`src/rtl/pipe_ctrl_pkg.sv`:
```
// Shared types for the pipeline stall/flush sequencer: FSM state encoding,
// the register-zero index and the control bundle driven to the stage registers.
package pipe_ctrl_pkg;

    typedef enum logic {
        RUN    = 1'b0,
        MULDIV = 1'b1
    } state_t;

    localparam logic [4:0] REG_ZERO = 5'd0;

    // Control bundle as seen by the PC and stage-register blocks.
    typedef struct packed {
        logic pc_we;
        logic if_id_we;
        logic if_id_flush;
        logic id_ex_we;
        logic id_ex_flush;
        logic ex_mem_bubble;
        logic busy;
    } ctrl_t;

    localparam ctrl_t CTRL_RESET    = '{pc_we: 1'b0, if_id_we: 1'b0, if_id_flush: 1'b1,
                                        id_ex_we: 1'b0, id_ex_flush: 1'b1,
                                        ex_mem_bubble: 1'b1, busy: 1'b0};
    localparam ctrl_t CTRL_NORMAL   = '{pc_we: 1'b1, if_id_we: 1'b1, if_id_flush: 1'b0,
                                        id_ex_we: 1'b1, id_ex_flush: 1'b0,
                                        ex_mem_bubble: 1'b0, busy: 1'b0};
    localparam ctrl_t CTRL_FLUSH    = '{pc_we: 1'b1, if_id_we: 1'b1, if_id_flush: 1'b1,
                                        id_ex_we: 1'b1, id_ex_flush: 1'b1,
                                        ex_mem_bubble: 1'b0, busy: 1'b0};
    localparam ctrl_t CTRL_FREEZE   = '{pc_we: 1'b0, if_id_we: 1'b0, if_id_flush: 1'b0,
                                        id_ex_we: 1'b0, id_ex_flush: 1'b0,
                                        ex_mem_bubble: 1'b1, busy: 1'b1};
    localparam ctrl_t CTRL_LOAD_USE = '{pc_we: 1'b0, if_id_we: 1'b0, if_id_flush: 1'b0,
                                        id_ex_we: 1'b1, id_ex_flush: 1'b1,
                                        ex_mem_bubble: 1'b0, busy: 1'b0};

    // A load in EX whose destination feeds a source of the ID instruction.
    // Loads to $0 never create a dependency.
    function automatic logic load_use_hazard(
        input logic       mem_read,
        input logic [4:0] ex_rt,
        input logic [4:0] rs,
        input logic [4:0] rt,
        input logic       uses_rt
    );
        return mem_read && (ex_rt != REG_ZERO) &&
               ((ex_rt == rs) || (uses_rt && (ex_rt == rt)));
    endfunction

endpackage

```
`src/rtl/muldiv_timer.sv`:
```
// Loadable down-counter tracking the remaining mul/div freeze cycles.
module muldiv_timer #(
    parameter int W = 3
) (
    input  logic         clk,
    input  logic         rst,
    input  logic         load,
    input  logic [W-1:0] load_val,
    input  logic         dec,
    output logic [W-1:0] rem,
    output logic         done
);

    logic [W-1:0] cnt;

    // Load has priority over decrement; the count never wraps below zero.
    always_ff @(posedge clk) begin
        if (rst) begin
            cnt <= '0;
        end else if (load) begin
            cnt <= load_val;
        end else if (dec && (cnt != '0)) begin
            cnt <= cnt - 1'b1;
        end
    end

    assign rem  = cnt;
    assign done = (cnt == '0);

endmodule

```
`src/rtl/pipe_hazard_ctrl.sv`:
```
// Central stall/flush sequencer for the 5-stage pipeline.
// Optional build macro: PIPE_CTRL_PERF_EN adds saturating stall/flush counters.
//
// state  | meaning
// -------+-------------------------------------------------------------
// RUN    | normal issue; branch flush, mul/div start, load-use stall
// MULDIV | mul/div occupies EX; pipeline frozen until the timer expires
module pipe_hazard_ctrl
    import pipe_ctrl_pkg::*;
#(
    parameter int MULDIV_LAT = 8,
    parameter int CNT_W      = 32
) (
    input  logic             clk,
    input  logic             rst,
    input  logic [4:0]       id_rs_addr,
    input  logic [4:0]       id_rt_addr,
    input  logic             id_uses_rt,
    input  logic             ex_mem_read,
    input  logic [4:0]       ex_rt_addr,
    input  logic             ex_branch_taken,
    input  logic             ex_muldiv_start,
    output logic             pc_we,
    output logic             if_id_we,
    output logic             if_id_flush,
    output logic             id_ex_we,
    output logic             id_ex_flush,
    output logic             ex_mem_bubble,
`ifdef PIPE_CTRL_PERF_EN
    output logic [CNT_W-1:0] stall_cycles,
    output logic [CNT_W-1:0] flush_events,
`endif
    output logic             busy
);

    // Holds MULDIV_LAT-2: the start cycle and the final rem==0 cycle both freeze.
    localparam int REM_W = (MULDIV_LAT > 2) ? $clog2(MULDIV_LAT - 1) : 1;
    localparam logic [REM_W-1:0] REM_LOAD = REM_W'(MULDIV_LAT - 2);

    state_t           state;
    ctrl_t            ctrl;
    logic             start_seq;
    logic             branch_flush;
    logic [REM_W-1:0] rem;
    logic             rem_done;

    // Priority decode of the control bundle; reset forces NOPs into all stages.
    always_comb begin
        ctrl         = CTRL_NORMAL;
        start_seq    = 1'b0;
        branch_flush = 1'b0;
        if (rst) begin
            ctrl = CTRL_RESET;
        end else if (state == MULDIV) begin
            ctrl = CTRL_FREEZE;
        end else if (ex_branch_taken) begin
            ctrl         = CTRL_FLUSH;
            branch_flush = 1'b1;
        end else if (ex_muldiv_start) begin
            ctrl      = CTRL_FREEZE;
            start_seq = 1'b1;
        end else if (load_use_hazard(ex_mem_read, ex_rt_addr, id_rs_addr,
                                     id_rt_addr, id_uses_rt)) begin
            ctrl = CTRL_LOAD_USE;
        end
    end

    // State register: leave MULDIV once the remaining count reaches zero.
    always_ff @(posedge clk) begin
        if (rst) begin
            state <= RUN;
        end else begin
            case (state)
                RUN:     if (start_seq) state <= MULDIV;
                MULDIV:  if (rem_done)  state <= RUN;
                default: state <= RUN;
            endcase
        end
    end

    muldiv_timer #(
        .W (REM_W)
    ) u_timer (
        .clk      (clk),
        .rst      (rst),
        .load     (start_seq),
        .load_val (REM_LOAD),
        .dec      ((state == MULDIV) && (rem != '0)),
        .rem      (rem),
        .done     (rem_done)
    );

    assign pc_we         = ctrl.pc_we;
    assign if_id_we      = ctrl.if_id_we;
    assign if_id_flush   = ctrl.if_id_flush;
    assign id_ex_we      = ctrl.id_ex_we;
    assign id_ex_flush   = ctrl.id_ex_flush;
    assign ex_mem_bubble = ctrl.ex_mem_bubble;
    assign busy          = ctrl.busy;

`ifdef PIPE_CTRL_PERF_EN
    // Saturating performance counters, cleared by reset.
    always_ff @(posedge clk) begin
        if (rst) begin
            stall_cycles <= '0;
            flush_events <= '0;
        end else begin
            if (!ctrl.pc_we && (stall_cycles != '1)) begin
                stall_cycles <= stall_cycles + 1'b1;
            end
            if (branch_flush && (flush_events != '1)) begin
                flush_events <= flush_events + 1'b1;
            end
        end
    end
`endif

endmodule
```
`config.mk`:
```
export PLATFORM = sky130hd
export DESIGN_NAME = pipe_hazard_ctrl
export DESIGN_NICKNAME = d
export VERILOG_FILES = /design/src/rtl/pipe_ctrl_pkg.sv /design/src/rtl/muldiv_timer.sv /design/src/rtl/pipe_hazard_ctrl.sv
export SDC_FILE = /design/constraint.sdc
export NUM_CORES = 1
export LEC_CHECK = 0
export BUFFER_PORTS_ARGS = -buffer_cell sky130_fd_sc_hd__buf_2
export CORE_AREA = 2 2 39 41
export CTS_CLUSTER_SIZE = 24
export DETAILED_ROUTE_END_ITERATION = 16
export DIE_AREA = 0 0 41 43
export GPL_TIMING_DRIVEN = 0
export SYNTH_ARGS = -nofsm -noshare
export SYNTH_HDL_FRONTEND = slang
export SYNTH_SLANG_ARGS = --single-unit
```
`constraint.sdc`:
```
create_clock -name clk -period 1.3 [get_ports clk]
set_input_delay 0.065 -clock clk [delete_from_list [all_inputs] [get_ports clk]]
set_output_delay 0.065 -clock clk [all_outputs]
set_load 0.1 [all_outputs]
```
==> results.cfg <==
[run_status]
outcome = complete, but fails checks
violations = negative setup slack

[cts]
cts_max_level = 1
clkSinkCount = 4
cts_tree = built
clk_pin_slew_worst_paths_ns = 0.03
clockBufferDepth = 2
cts_setup_buffers = 0
clkLatencyLatePin_ns = 0.23
root_buffer = clkbuf_4
cts_inserted_buffers = 3
holdBufCountCts = 0

[power]
power_density_nw_per_um2 = 853
ir_drop_uv = 269
power.total_w = 0.000615
p_leak_nw = 0.319

[hold_path]
hp-class = input pin to flip-flop
worstHoldStart = rst

[timing]
slew_headroom_pct = 67.9
finalSetupViolCount = 3
rsz0062_at_grt = yes
fin_crit_ns = 1.52
worstMarginPinSlew_ns = 0.485
finalHoldViolCount = 0
finClkSkew_ns = 0.000489
fin_tns_setup_ns = -0.546
setup_slack_ns = -0.217
fin_crit_sh_pct = 117
max_freq_mhz = 659
drv_slew = 0

[floorplan]
rows = 14
start_util_pct = 27.5
die_w_um = 41
die_area_um2 = 1760
die_y_um = 43
core_area_um2 = 1380
pin_count = 28

[detailed_routing]
vias_per_cell = 4.56
wl_met2_um = 440
top_layer = met3
drc_errors = 0
wirelength_um = 822
avgRoutedWirePerCell_um = 8.74
routed-wl-met3_um = 71
m1WireLength_um = 310
ant_nets = 0
dr.first_iter.drc_count = 1
first_pass_iters = 2
via_count = 429

[grt]
grt_pass1_vias = 375
grt_pass1_wl_um = 1390
grt_use_total_pct = 11.9
antenna_found_initial = 0
grt_max_degree = 8
grt-ovfl-total = 0

[logic_synthesis]
synth_nets = 71
synth_seq_cells = 4
postSynthCellCount = 48
yosys_warnings = 0
synth_xor_area_share_pct = 25.3
syn_area_per_cell_um2 = 7.92
synth-compound-area-share_pct = 18.4
yosysUniqueCellTypes = 20
yosys.area_share.adder_pct = 6.58
synth-seq-area-share_pct = 21.1
yosys.area_share.simple_pct = 19.7
synth_top_family_by_area = XOR/XNOR gates
netlist_area_um2 = 380
synthMuxAreaShare_pct = 0

[setup_path]
crit_start = id_rt_addr[4]
r2r-start = u_timer.rem[0]
crit_chain = buf_6, xor2_2, nor4_2, a32oi_2, o31a_4, buf_12, buf_12
critPathCaptureType = output port
crit_family = compound AO/OA/AOI/OAI gates
worstSetupStartpointType = input pin
critPathMaxFanout = 2
critPathMaxStageDelay_ns = 0.37
slowest_stage = o31a_4
cp_common_cell = buf_12
cp.required_ns = 1.24
crit_buf_inv = 3
worst_ep_arrival_time_ns = 1.45
path_class = input pin to output port

[cells_and_area]
final_cell_count_no_fill = 94
area_delta_synth_final_pct = 89.5
diodes = 0
postLayoutCellArea_um2 = 721
drive_gt1_share_pct = 56.4
layout.nets = 103

[placed_design]
placed_cells = 91
portBuffers = 27
dpl_cell_area_um2 = 588
post-dp-hpwl_um = 725
gp_congestion = 0.608

[job]
drv_cap = 0
sequential cells by signal, summed over array words and instances (netlist names):
| register | cells |
|---|---|
| u_timer.rem | 3 |
| state | 1 |
final cells by class:
cell class / count / area (um^2)
flip-flops and latches: 4 / 85.1
plain buffers: 1 / 20.0
well taps: 16 / 20.0
repair buffers: 27 / 201
clock buffers: 3 / 22.5
multi-input cells: 36 / 345
fillers: 132 / 663
inverters: 7 / 26.3
cell usage after synthesis, drive strengths merged:
| cell type | number | area (um^2) |
|---|---|---|
| a21oi | 3 | 15.0 |
| a221oi | 1 | 8.76 |
| a32oi | 1 | 8.76 |
| and2 | 1 | 6.26 |
| buf | 1 | 7.51 |
| dfxtp | 4 | 80.1 |
| ha | 2 | 25.0 |
| inv | 7 | 26.3 |
| nand3 | 1 | 5.00 |
| nor2 | 6 | 22.5 |
| nor2b | 1 | 6.26 |
| nor3 | 3 | 15.0 |
| nor4 | 1 | 12.5 |
| o21ai | 1 | 5.00 |
| o31a | 1 | 8.76 |
| o31ai | 1 | 7.51 |
| o41ai | 1 | 16.3 |
| or4 | 1 | 7.51 |
| xnor2 | 2 | 17.5 |
| xor2 | 9 | 78.8 |
repair_timing:
| item | CTS | global route |
|---|---|---|
| pin swaps | 6 | 5 |
| gates resized for setup | 18 | 9 |
| setup endpoints to repair | 6 | 6 |
per-stage QoR:
| step | hold WS [ns] | utilization, % | worst slack (ns) |
|---|---|---|---|
| finish | 0.154 | 52.1 | -0.217 |
| global route | 0.158 | 52.1 | -0.270 |
| CTS | 0.136 | 49.2 | -0.227 |
| detailed placement | 0.376 | 42.5 | -0.466 |
| global placement | 0.378 | 42.5 | -0.448 |
| floorplan | 0.130 | - | -0.665 |
placed cells by master (no fill, tap or decap), types with 2 or more instances in the layout:
cell | Yosys | layout
buf_12 | 0 | 2
buf_2 | 0 | 16
buf_4 | 1 | 2
buf_6 | 0 | 7
clkbuf_4 | 0 | 4
dfxtp_1 | 4 | 2
ha_1 | 2 | 2
inv_1 | 7 | 7
nor2_1 | 6 | 5
nor3_1 | 3 | 2
xnor2_1 | 2 | 2
xor2_1 | 9 | 8
metal layers:
metal | GRT usage (%) | up-vias
met5 | 0 | -
met4 | 10.0 | 0
met3 | 3.14 | 0
met2 | 17.2 | 21
met1 | 13.8 | 181
li1 | - | 227
worst reg2reg max path, stage by stage (launching register included):
cell	delay [ns]
dfxtp_2	0.32
inv_1	0.05
ha_1	0.22
a21oi_2	0.21
nor2_1	0.09
a221oi_2	0.20
final timing paths:
check | endpoint | slack (ns) | depth (start not counted)
worst min-delay path | state | 0.15 | 2
worst max register to register | u_timer.rem[1] | 0.11 | 5
worst max-delay path | pc_we | -0.22 | 7
worst min register to register | u_timer.rem[1] | 0.50 | 2
power by group:
group,switching (W),internal (W)
Clock,0.0000447,0.000103
Combinational,0.000209,0.000120
Sequential,0.00000672,0.000132
logic make-up after synthesis:
family	Yosys count
flip-flops	4
AO/OA/AOI/OAI	9
AND/OR/NAND/NOR	14
XOR/XNOR	11
adder cells (fa/ha/maj)	2
buffers and inverters	8
Note: power is estimated with default switching activity, not from simulation.
